===== src/rtl/mem_access_pkg.sv =====
// mem_access_pkg: shared definitions for the MEM pipeline stage.
//   - reset / stall / zero-word constants
//   - aluop codes of the memory instructions
//   - FSM state encoding and the captured-operation record
//   - helpers that classify an aluop and build bus lane selects / store data
package mem_access_pkg;

    localparam logic        RST_ENABLE = 1'b0;   // rst is active-low
    localparam logic        STOP       = 1'b1;
    localparam logic        NO_STOP    = 1'b0;
    localparam logic [31:0] ZERO_WORD  = 32'h0000_0000;
    localparam int          STALL_MEM  = 3;      // MEM-stage bit of the stall vector

    localparam logic [7:0] ALU_LB  = 8'hE0;
    localparam logic [7:0] ALU_LBU = 8'hE4;
    localparam logic [7:0] ALU_LH  = 8'hE1;
    localparam logic [7:0] ALU_LHU = 8'hE5;
    localparam logic [7:0] ALU_LW  = 8'hE3;
    localparam logic [7:0] ALU_SB  = 8'hE8;
    localparam logic [7:0] ALU_SH  = 8'hE9;
    localparam logic [7:0] ALU_SW  = 8'hEB;
    localparam logic [7:0] ALU_LL  = 8'hF0;
    localparam logic [7:0] ALU_SC  = 8'hF8;

    typedef enum logic [1:0] {
        ST_IDLE = 2'd0,
        ST_BUSY = 2'd1,
        ST_DONE = 2'd2
    } state_e;

    // Everything the write-back bundle needs once the live inputs move on.
    typedef struct packed {
        logic [7:0]  aluop;
        logic [4:0]  wd;
        logic        wreg;
        logic [31:0] wdata;
        logic        whilo;
        logic [31:0] hi;
        logic [31:0] lo;
        logic [1:0]  addr_lo;
    } op_t;

    function automatic logic is_byte(input logic [7:0] aluop);
        return (aluop == ALU_LB) || (aluop == ALU_LBU) || (aluop == ALU_SB);
    endfunction

    function automatic logic is_half(input logic [7:0] aluop);
        return (aluop == ALU_LH) || (aluop == ALU_LHU) || (aluop == ALU_SH);
    endfunction

    function automatic logic is_word(input logic [7:0] aluop);
        return (aluop == ALU_LW) || (aluop == ALU_SW) ||
               (aluop == ALU_LL) || (aluop == ALU_SC);
    endfunction

    function automatic logic is_store(input logic [7:0] aluop);
        return (aluop == ALU_SB) || (aluop == ALU_SH) ||
               (aluop == ALU_SW) || (aluop == ALU_SC);
    endfunction

    function automatic logic is_mem_op(input logic [7:0] aluop);
        return is_byte(aluop) || is_half(aluop) || is_word(aluop);
    endfunction

    function automatic logic is_load(input logic [7:0] aluop);
        return is_mem_op(aluop) && !is_store(aluop);
    endfunction

    // Big-endian lanes: byte address 0 lives in bits [31:24].
    function automatic logic [3:0] lane_sel(input logic [7:0] aluop,
                                            input logic [1:0] addr_lo);
        logic [3:0] sel;
        sel = 4'b1111;
        if (is_byte(aluop))
            sel = 4'b1000 >> addr_lo;
        else if (is_half(aluop))
            sel = addr_lo[1] ? 4'b0011 : 4'b1100;
        return sel;
    endfunction

    // Narrow stores replicate their data so every selected lane sees it.
    function automatic logic [31:0] store_data(input logic [7:0]  aluop,
                                               input logic [31:0] reg2);
        logic [31:0] data;
        data = reg2;
        if (is_byte(aluop))
            data = {4{reg2[7:0]}};
        else if (is_half(aluop))
            data = {2{reg2[15:0]}};
        return data;
    endfunction

endpackage


===== src/rtl/mem_access_load_ext.sv =====
// mem_load_ext: picks the addressed big-endian lane out of a bus read word
// and sign- or zero-extends it according to the load opcode.
// Ports:
//   aluop    in  8   load opcode
//   addr_lo  in  2   low effective-address bits
//   rdata    in  32  captured bus read data
//   result   out 32  value written to the GPR
module mem_load_ext
    import mem_access_pkg::*;
(
    input  logic [7:0]  aluop,
    input  logic [1:0]  addr_lo,
    input  logic [31:0] rdata,
    output logic [31:0] result
);

    logic [7:0]  byte_lane;
    logic [15:0] half_lane;

    always_comb begin
        // NOTE: every variable gets a value before any branch, so no path can infer a latch.
        byte_lane = rdata[31:24];
        half_lane = addr_lo[1] ? rdata[15:0] : rdata[31:16];
        result    = ZERO_WORD;

        case (addr_lo)
            2'b01:   byte_lane = rdata[23:16];
            2'b10:   byte_lane = rdata[15:8];
            2'b11:   byte_lane = rdata[7:0];
            default: byte_lane = rdata[31:24];
        endcase

        case (aluop)
            ALU_LB:         result = {{24{byte_lane[7]}}, byte_lane};
            ALU_LBU:        result = {24'h0, byte_lane};
            ALU_LH:         result = {{16{half_lane[15]}}, half_lane};
            ALU_LHU:        result = {16'h0, half_lane};
            ALU_LW, ALU_LL: result = rdata;
            default:        result = ZERO_WORD;
        endcase
    end

endmodule


===== src/rtl/mem_access.sv =====
// mem_access: MEM pipeline stage. Runs loads/stores/ll/sc over a handshaked
// data bus, stalls the pipeline while a transaction is outstanding and
// produces the write-back bundle registered by mem_wb.
// Optional macro MEM_ALIGN_CHECK_EN: adds the misalign output and suppresses
// bus access for misaligned half/word operations. Without it the low address
// bits of half/word operations are simply ignored.
// Ports:
//   clk, rst (async, active-low)
//   stall[5:0]                 pipeline stall vector, bit 3 = MEM
//   wd_i, wreg_i, wdata_i      GPR destination / enable / ALU result
//   aluop_i, mem_addr_i        operation and effective address
//   reg2_i                     store data / rt value
//   whilo_i, hi_i, lo_i        HI/LO write-back
//   llbit_i                    committed LLbit
//   wb_llbit_we/value          LLbit being written in WB (forwarded)
//   dbus_req/we/addr/sel/wdata registered bus request
//   dbus_rdata, dbus_ack       bus response
//   mem_*                      write-back bundle to mem_wb
//   stallreq                   stall request to pipeline control
//   misalign                   (MEM_ALIGN_CHECK_EN only) misaligned access
module mem_access
    import mem_access_pkg::*;
#(
    parameter int AW = 32,
    parameter int DW = 32
)
(
    input  logic          clk,
    input  logic          rst,
    input  logic [5:0]    stall,
    input  logic [4:0]    wd_i,
    input  logic          wreg_i,
    input  logic [31:0]   wdata_i,
    input  logic [7:0]    aluop_i,
    input  logic [31:0]   mem_addr_i,
    input  logic [31:0]   reg2_i,
    input  logic          whilo_i,
    input  logic [31:0]   hi_i,
    input  logic [31:0]   lo_i,
    input  logic          llbit_i,
    input  logic          wb_llbit_we,
    input  logic          wb_llbit_value,
    output logic          dbus_req,
    output logic          dbus_we,
    output logic [AW-1:0] dbus_addr,
    output logic [3:0]    dbus_sel,
    output logic [DW-1:0] dbus_wdata,
    input  logic [DW-1:0] dbus_rdata,
    input  logic          dbus_ack,
    output logic [4:0]    mem_wd,
    output logic          mem_wreg,
    output logic [31:0]   mem_wdata,
    output logic          mem_whilo,
    output logic [31:0]   mem_hi,
    output logic [31:0]   mem_lo,
    output logic          mem_llbit_we,
    output logic          mem_llbit_value,
    output logic          stallreq
`ifdef MEM_ALIGN_CHECK_EN
    ,
    output logic          misalign
`endif
);

    state_e      state;
    op_t         op_q;
    logic [31:0] rdata_q;

    op_t         op_live;
    op_t         op_cur;
    logic        llbit_eff;
    logic        misaligned;
    logic        sc_fail;
    logic        start;
    logic [31:0] load_data;

    // Only the MEM bit of the stall vector matters to this stage.
    logic        unused_stall;
    assign unused_stall = ^{stall[5:4], stall[2:0]};

    assign op_live = '{aluop:   aluop_i,
                       wd:      wd_i,
                       wreg:    wreg_i,
                       wdata:   wdata_i,
                       whilo:   whilo_i,
                       hi:      hi_i,
                       lo:      lo_i,
                       addr_lo: mem_addr_i[1:0]};

    // Once a transaction is launched the bundle describes the launched op.
    assign op_cur    = (state == ST_IDLE) ? op_live : op_q;

    // A write-back of LLbit in flight overrides the committed copy.
    assign llbit_eff = wb_llbit_we ? wb_llbit_value : llbit_i;

`ifdef MEM_ALIGN_CHECK_EN
    assign misaligned = (is_half(aluop_i) && mem_addr_i[0]) ||
                        (is_word(aluop_i) && (mem_addr_i[1:0] != 2'b00));
    assign misalign   = (rst != RST_ENABLE) && (state == ST_IDLE) && misaligned;
`else
    assign misaligned = 1'b0;
`endif

    // A failing sc resolves locally, so it never touches the bus.
    assign sc_fail = (aluop_i == ALU_SC) && !llbit_eff;
    assign start   = (state == ST_IDLE) && is_mem_op(aluop_i) && !sc_fail && !misaligned;

    mem_load_ext u_load_ext (
        .aluop   (op_cur.aluop),
        .addr_lo (op_cur.addr_lo),
        .rdata   (rdata_q),
        .result  (load_data)
    );

    always_comb begin
        mem_wd          = 5'd0;
        mem_wreg        = 1'b0;
        mem_wdata       = ZERO_WORD;
        mem_whilo       = 1'b0;
        mem_hi          = ZERO_WORD;
        mem_lo          = ZERO_WORD;
        mem_llbit_we    = 1'b0;
        mem_llbit_value = 1'b0;
        stallreq        = 1'b0;

        if (rst != RST_ENABLE) begin
            mem_wd    = op_cur.wd;
            mem_wreg  = op_cur.wreg;
            mem_wdata = op_cur.wdata;
            mem_whilo = op_cur.whilo;
            mem_hi    = op_cur.hi;
            mem_lo    = op_cur.lo;

            if (is_load(op_cur.aluop))
                mem_wdata = load_data;

            if (op_cur.aluop == ALU_LL) begin
                mem_llbit_we    = 1'b1;
                mem_llbit_value = 1'b1;
            end

            // A captured sc only exists because LLbit was set when it launched.
            if (op_cur.aluop == ALU_SC) begin
                if ((state != ST_IDLE) || llbit_eff) begin
                    mem_wdata       = 32'd1;
                    mem_llbit_we    = 1'b1;
                    mem_llbit_value = 1'b0;
                end else begin
                    mem_wdata = ZERO_WORD;
                end
            end

            if ((state == ST_IDLE) && misaligned) begin
                mem_wreg        = 1'b0;
                mem_wdata       = wdata_i;
                mem_llbit_we    = 1'b0;
                mem_llbit_value = 1'b0;
            end

            stallreq = start || (state == ST_BUSY);
        end
    end

    always_ff @(posedge clk or negedge rst) begin
        if (!rst) begin
            state      <= ST_IDLE;
            op_q       <= '0;
            rdata_q    <= ZERO_WORD;
            dbus_req   <= 1'b0;
            dbus_we    <= 1'b0;
            dbus_addr  <= '0;
            dbus_sel   <= 4'b0000;
            dbus_wdata <= '0;
        end else begin
            // NOTE: state is updated with non-blocking assignments so every register samples pre-edge values.
            case (state)
                ST_IDLE: begin
                    if (start) begin
                        dbus_req   <= 1'b1;
                        dbus_we    <= is_store(aluop_i);
                        dbus_addr  <= {mem_addr_i[AW-1:2], 2'b00};
                        dbus_sel   <= lane_sel(aluop_i, mem_addr_i[1:0]);
                        dbus_wdata <= store_data(aluop_i, reg2_i);
                        op_q       <= op_live;
                        state      <= ST_BUSY;
                    end
                end
                ST_BUSY: begin
                    if (dbus_ack) begin
                        dbus_req <= 1'b0;
                        rdata_q  <= dbus_rdata;
                        state    <= ST_DONE;
                    end
                end
                ST_DONE: begin
                    // mem_wb captures the bundle on the same edge we leave DONE.
                    if (stall[STALL_MEM] == NO_STOP)
                        state <= ST_IDLE;
                end
                default: state <= ST_IDLE;
            endcase
        end
    end

endmodule


===== config.mk =====
export PLATFORM = sky130hd
export DESIGN_NAME = mem_access
export DESIGN_NICKNAME = d
export VERILOG_FILES = /design/src/rtl/mem_access_pkg.sv /design/src/rtl/mem_access_load_ext.sv /design/src/rtl/mem_access.sv
export SDC_FILE = /design/constraint.sdc
export NUM_CORES = 1
export LEC_CHECK = 0
export BUFFER_PORTS_ARGS = -buffer_cell sky130_fd_sc_hd__buf_4
export CAP_MARGIN = 5
export CORE_UTILIZATION = 46
export DETAILED_ROUTE_END_ITERATION = 8
export GPL_TIMING_DRIVEN = 0
export PLACE_DENSITY = 0.77
export SYNTH_ARGS = -nofsm -noshare
export SYNTH_HDL_FRONTEND = slang
export SYNTH_HIERARCHICAL = 1
export SYNTH_SLANG_ARGS = --single-unit

===== constraint.sdc =====
create_clock -name clk -period 2.83 [get_ports clk]
set_input_delay 0.1415 -clock clk [delete_from_list [all_inputs] [get_ports clk]]
set_output_delay 0.1415 -clock clk [all_outputs]
set_load 0.02 [all_outputs]

======== Yosys cells after proc, flatten, opt, wreduce, memory -nomap -nowiden ========
Cells that the tools add are included.
operators by class
  divide/modulo/power cells ............... 0
  order comparisons ....................... 0
  shift-type cells ........................ 1
  reductions and logical operators ........ 41
  $add $sub $neg .......................... 0
  equality and inequality tests ........... 28
  multipliers ............................. 0
  muxes and demuxes ....................... 34
  bitwise gates (word level) .............. 0
operator list
  cell                                                 count
  two-way mux 32 bit                                   7
  equality test 8 bit, second input constant           20
  case mux 32 bit (5 select lines)                     1
  two-way mux 113 bit                                  1
  logical OR 1 bit                                     26
  case mux 8 bit (3 select lines)                      1
  two-way mux 16 bit                                   1
  two-way mux 1 bit                                    14
  two-way mux 4 bit                                    3
  equality test 2 bit, second input constant           3
  two-way mux 2 bit                                    3
  != test 2 bit, second input constant                 3
  case mux 2 bit (3 select lines)                      1
  AND reduction 3 bit                                  2
  two-way mux 5 bit                                    1
  equality test 2 x 1 -> 1 bit, second input constant  2
  logical AND 1 bit                                    4
  AND reduction 2 bit                                  2
  nonzero test 2 bit                                   2
  right shift 4 x 2 -> 4 bit, first input constant     1
  zero test 1 bit                                      3
  zero test 2 bit                                      1
  case mux 1 bit (2 select lines)                      1
  OR reduction 2 bit                                   1
storage, ports and cells
  output and inout bits ................... 176
  bits in latches ......................... 0
  logic and storage cells ................. 119
  register bits after elaboration ......... 215
  input port bits ......................... 219
  memories kept ........................... 0
  bits in read-only memories .............. 0
  bits in writable memories ............... 0

======== Logic depth before layout (Yosys ltp) ========
  depth after elaboration ................. 11
  gate-level depth with buffers ........... 14
  depth with buffers taken out ............ 9

======== By module ========
Netlist, hierarchy kept.
by module, submodules not included
  module        sequential area each (µm²)  cells an instance  area each (µm²)  instances
  mem_access    5,380.2                     1,285              10,944.2         1
  mem_load_ext  0.0                         84                 666.9            1

======== Least setup slack after synthesis ========
OpenSTA, ideal clock, no wires.
  kind .................................... register -> output
  start point ............................. register state[1]
  end point ............................... output mem_wdata[0]
  path slack .............................. -0.430 ns
  data required time ...................... 2.689 ns
  arrival ................................. 3.118 ns
  cell stages (with the launch flop) ...... 13
  path buffers ............................ 3
  cell sequence ........................... dfrtp_1 buf_2 nor2_1 clkbuf_1 clkbuf_1 nand2_1 nand2_1 or3b_4 a211oi_4 a31o_2 a22o_1 a2111oi_0 nor3_1
RTL lines
  item                      line               text
  start: declaration        mem_access.sv:65   state_e state;
  start signal: assignment  mem_access.sv:166  state <= ST_IDLE;
  start signal: assignment  mem_access.sv:185  state <= ST_BUSY;
  start signal: assignment  mem_access.sv:192  state <= ST_DONE;
  end: declaration          mem_access.sv:52   output logic [31:0] mem_wdata,

==> flow_summary_export.csv <==
group,metric,value,unit
route,drt-initial-drc-count,1107,
run_status,status,"finished, violations left",
synth,async_flop_share,100,%
placed_design,dp_hpwl,30000,um
clock_tree,cts-root-buf,"clkbuf_16",
global_route,antenna_found_initial,1,
placed_design,port_buffers,386,
route,dr.pass1.iters,6,
synth,synthTopCellsByArea,"dfrtp_1 (46%), nand2_1 (21%), mux2i_1 (5.6%)",
synth,synth_seq_cells,215,
global_route,first_global_vias,13100,
finish,drive_gt1_share,29.9,%
die,chipWidth,161,um
synth,synthCells,1369,
finish,fill_cells,1643,
synth,synth_cell_types,57,
synth,synth-edff-count,0,
synth,synth_most_common_cell,"nand2_1",
timing,finalSetupViolations,41,
global_route,grt_overflow,0,
route,ant_nets,0,
pwr,fin_total_pwr,0.0116,W
clock_tree,htree_levels,1,
route,routed_wl,45600,um
timing,fmax,274,MHz
worst_setup_path,worst-r2r-cell-count,7,
route,vias,12800,
finish,fin_cells,2350,
min_path,hold_depth,3,
timing,hold_viol_final,0,
synth,ys_seq_area_share,46.3,%
synth,synth_top_area_share,46.3,%
placed_design,place_congestion,0.924,
synth,synth.largest_area_cell,"dfrtp_1",
synth,synth_common_cells,"nand2_1 (637), dfrtp_1 (215), clkbuf_1 (76), a21boi_0 (72), mux2i_1 (65)",
pwr,ir_worst_vdd,0.481,mV
route,via_per_inst,5.46,
die,row_count,57,
global_route,grt_pass1_wl,70500,um
worst_setup_path,critPathKind,"reg2out",
worst_setup_path,r2r-start,"state[1]$_DFFE_PN0P_",
die,coreArea,0.0245,mm2
worst_setup_path,crit_path_max_fanout,6,
die,initial_core_util,47.3,%
worst_setup_path,required,2.69,ns
worst_setup_path,crit_path_top_delay_cell,"mux4_2",
finish,area_growth,58.4,%
die,num_io_pins,395,
timing,finalCriticalPeriod,3.65,ns
finish,layout.nets,2228,
synth,ys.flop_type,"dfrtp_1",
timing,skew,0.0123,ns
die,fp.dieH,161,um
clock_tree,clockBufferDepth,3,
worst_setup_path,critPathTopFamily,"buffers and inverters",
worst_setup_path,end_kind,"primary output",
run_status,violations,"negative setup slack",
worst_setup_path,cp_num_buf_inv,5,
worst_setup_path,max_stage_delay,0.58,ns
timing,tightestPinTransition,0.885,ns
synth,netlist_area,0.0116,mm2
min_path,hp-class,"in2reg",
timing,finalMaxSlewViolations,0,
die,die-area,0.0259,mm2
clock_tree,cts_tree,"built",
worst_setup_path,arrival,3.51,ns
timing,slew_headroom,40.8,%
timing,fin_crit_sh,129,%
placed_design,placed_cells,2082,
route,wl_per_cell,19.4,um
pwr,p_per_area,630,mW/mm2
worst_setup_path,startpoint,"state[0]$_DFFE_PN0P_",
run,drv_cap,0,
worst_setup_path,crit_chain,"or2_4 > clkbuf_16 > clkbuf_16 > o21ai_4 > mux4_2 > nor2_4 > nor4bb_4 > clkbuf_8 > buf_4 > a21o_1 > nor2_2 > a221oi_2 > buf_4",
synth,synth.avg_cell_area,8.48,um2
clock_tree,cts.sinks,215,
worst_setup_path,cp.depth,13,
timing,rsz0062_at_grt,"yes",
finish,final_util,75.0,%
route,drc_errors,0,
timing,fin_ws,-0.821,ns
pwr,p_leak,9.53,nW
global_route,grt_usage,34.6,%
synth,synth_warnings,6,
worst_setup_path,cp-start-kind,"flip-flop",
min_path,min-delay-start,"reg2_i[19]",
clock_tree,clkTransAtPathRegs,0.06,ns
global_route,grt_max_degree,79,
clock_tree,clkLatencyLatePin,0.51,ns
clock_tree,numCtsBuffers,24,
## layout make-up
cell class	count	area, um2	area share (%)
Antenna cell	1	2.50	0.0136
Buffer	97	552	3.00
Clock buffer	35	733	3.99
Clock inverter	7	93.8	0.510
Inverter	5	18.8	0.102
Multi-Input combinational cell	1048	5970	32.4
Sequential cell	215	5380	29.2
Tap cell	324	405	2.20
Timing Repair Buffer	618	5240	28.5
## path summary, 6_finish.rpt
kind	endpoint	slack (ns)
worst max-delay path	mem_wdata[19]	-0.82
min in group asynchronous	dbus_addr[4]$_DFFE_PN0P_	0.49
worst min-delay path	dbus_wdata[19]$_DFFE_PN0P_	0.02
worst min register to register	op_q[90]$_DFFE_PN0P_	0.47
max in group asynchronous	op_q[34]$_DFFE_PN0P_	1.97
worst max register to register	op_q[103]$_DFFE_PN0P_	0.25
## cells by family after synthesis
| logic type | count (synthesis) | synth area share (%) |
|---|---|---|
| and+or+nand+nor | 736 | 25.3 |
| muxes | 100 | 9.19 |
| other | 1 | 0.0323 |
| buffers and inverters | 108 | 4.16 |
| AOI/OAI and AO/OA | 209 | 15.0 |
| DFF | 215 | 46.3 |
## registers in the layout, summed over array words and instances (netlist names)
register,cells
dbus_addr,30
dbus_req,1
dbus_sel,4
dbus_wdata,32
dbus_we,1
op_q,113
rdata_q,32
state,2
## placed cells by master, fill, tap and decap left out, types with 8 or more instances in the layout
master and n:
a21o_1 18, a21boi_0 70, buf_4 409, nand2_1 631, nand3_1 8, clkbuf_16 28, buf_2 10, clkbuf_1 64
a221o_1 8, mux2_2 33, mux2i_1 65, buf_6 14, nor2_1 27, dfrtp_1 215, clkbuf_8 9, a221oi_2 30
a21oi_1 15, o21ai_0 40, nor2_2 17, dlygate4sd3_1 205
## through the flow
stage | area [um2] | hold WS (ns) | setup slack (ns) | setup TNS (ns)
4_1_cts | 18300 | 0.0230 | -0.779 | -28.39
3_3_place_gp | 15000 | 0.333 | -1.66 | -113.60
2_1_floorplan | 11700 | -0.154 | -0.118 | -2.37
5_1_grt | 18400 | 0.0393 | -0.856 | -30.47
6_report | 18400 | 0.0161 | -0.821 | -24.95
3_5_place_dp | 15000 | 0.135 | -0.795 | -21.76
## power breakdown
part	switching [W]	internal, W	total [W]
Sequential	0.000678	0.00398	0.00466
Clock	0.00129	0.00197	0.00326
Combinational	0.00197	0.00170	0.00367
Total	0.00394	0.00766	0.0116
## what timing repair did
action	in CTS	in global routing
hold endpoints to repair	274	215
gates cloned	2	0
pin swaps	36	31
setup endpoints to repair	82	90
setup buffers	17	6
resized for setup	55	38
hold buffers	206	1
## layer usage
layer	wire length, um	share of wire [%]	up-vias	GRT usage, %
met3	3200	7.0	192	5.29
li1	-	-	5810	-
met5	0	0	-	0
met4	2350	5.2	0	17.2
met1	17400	38	6078	41.8
met2	22600	50	747	59.9
## tightest hold or removal path, delay by kind of cell
kind / cells / cell delay, ns
muxes: 1 / 0.05
buffers and inverters: 1 / 0.08
AOI/OAI and AO/OA: 1 / 0.21
Note: power is estimated with default switching activity, not from simulation.
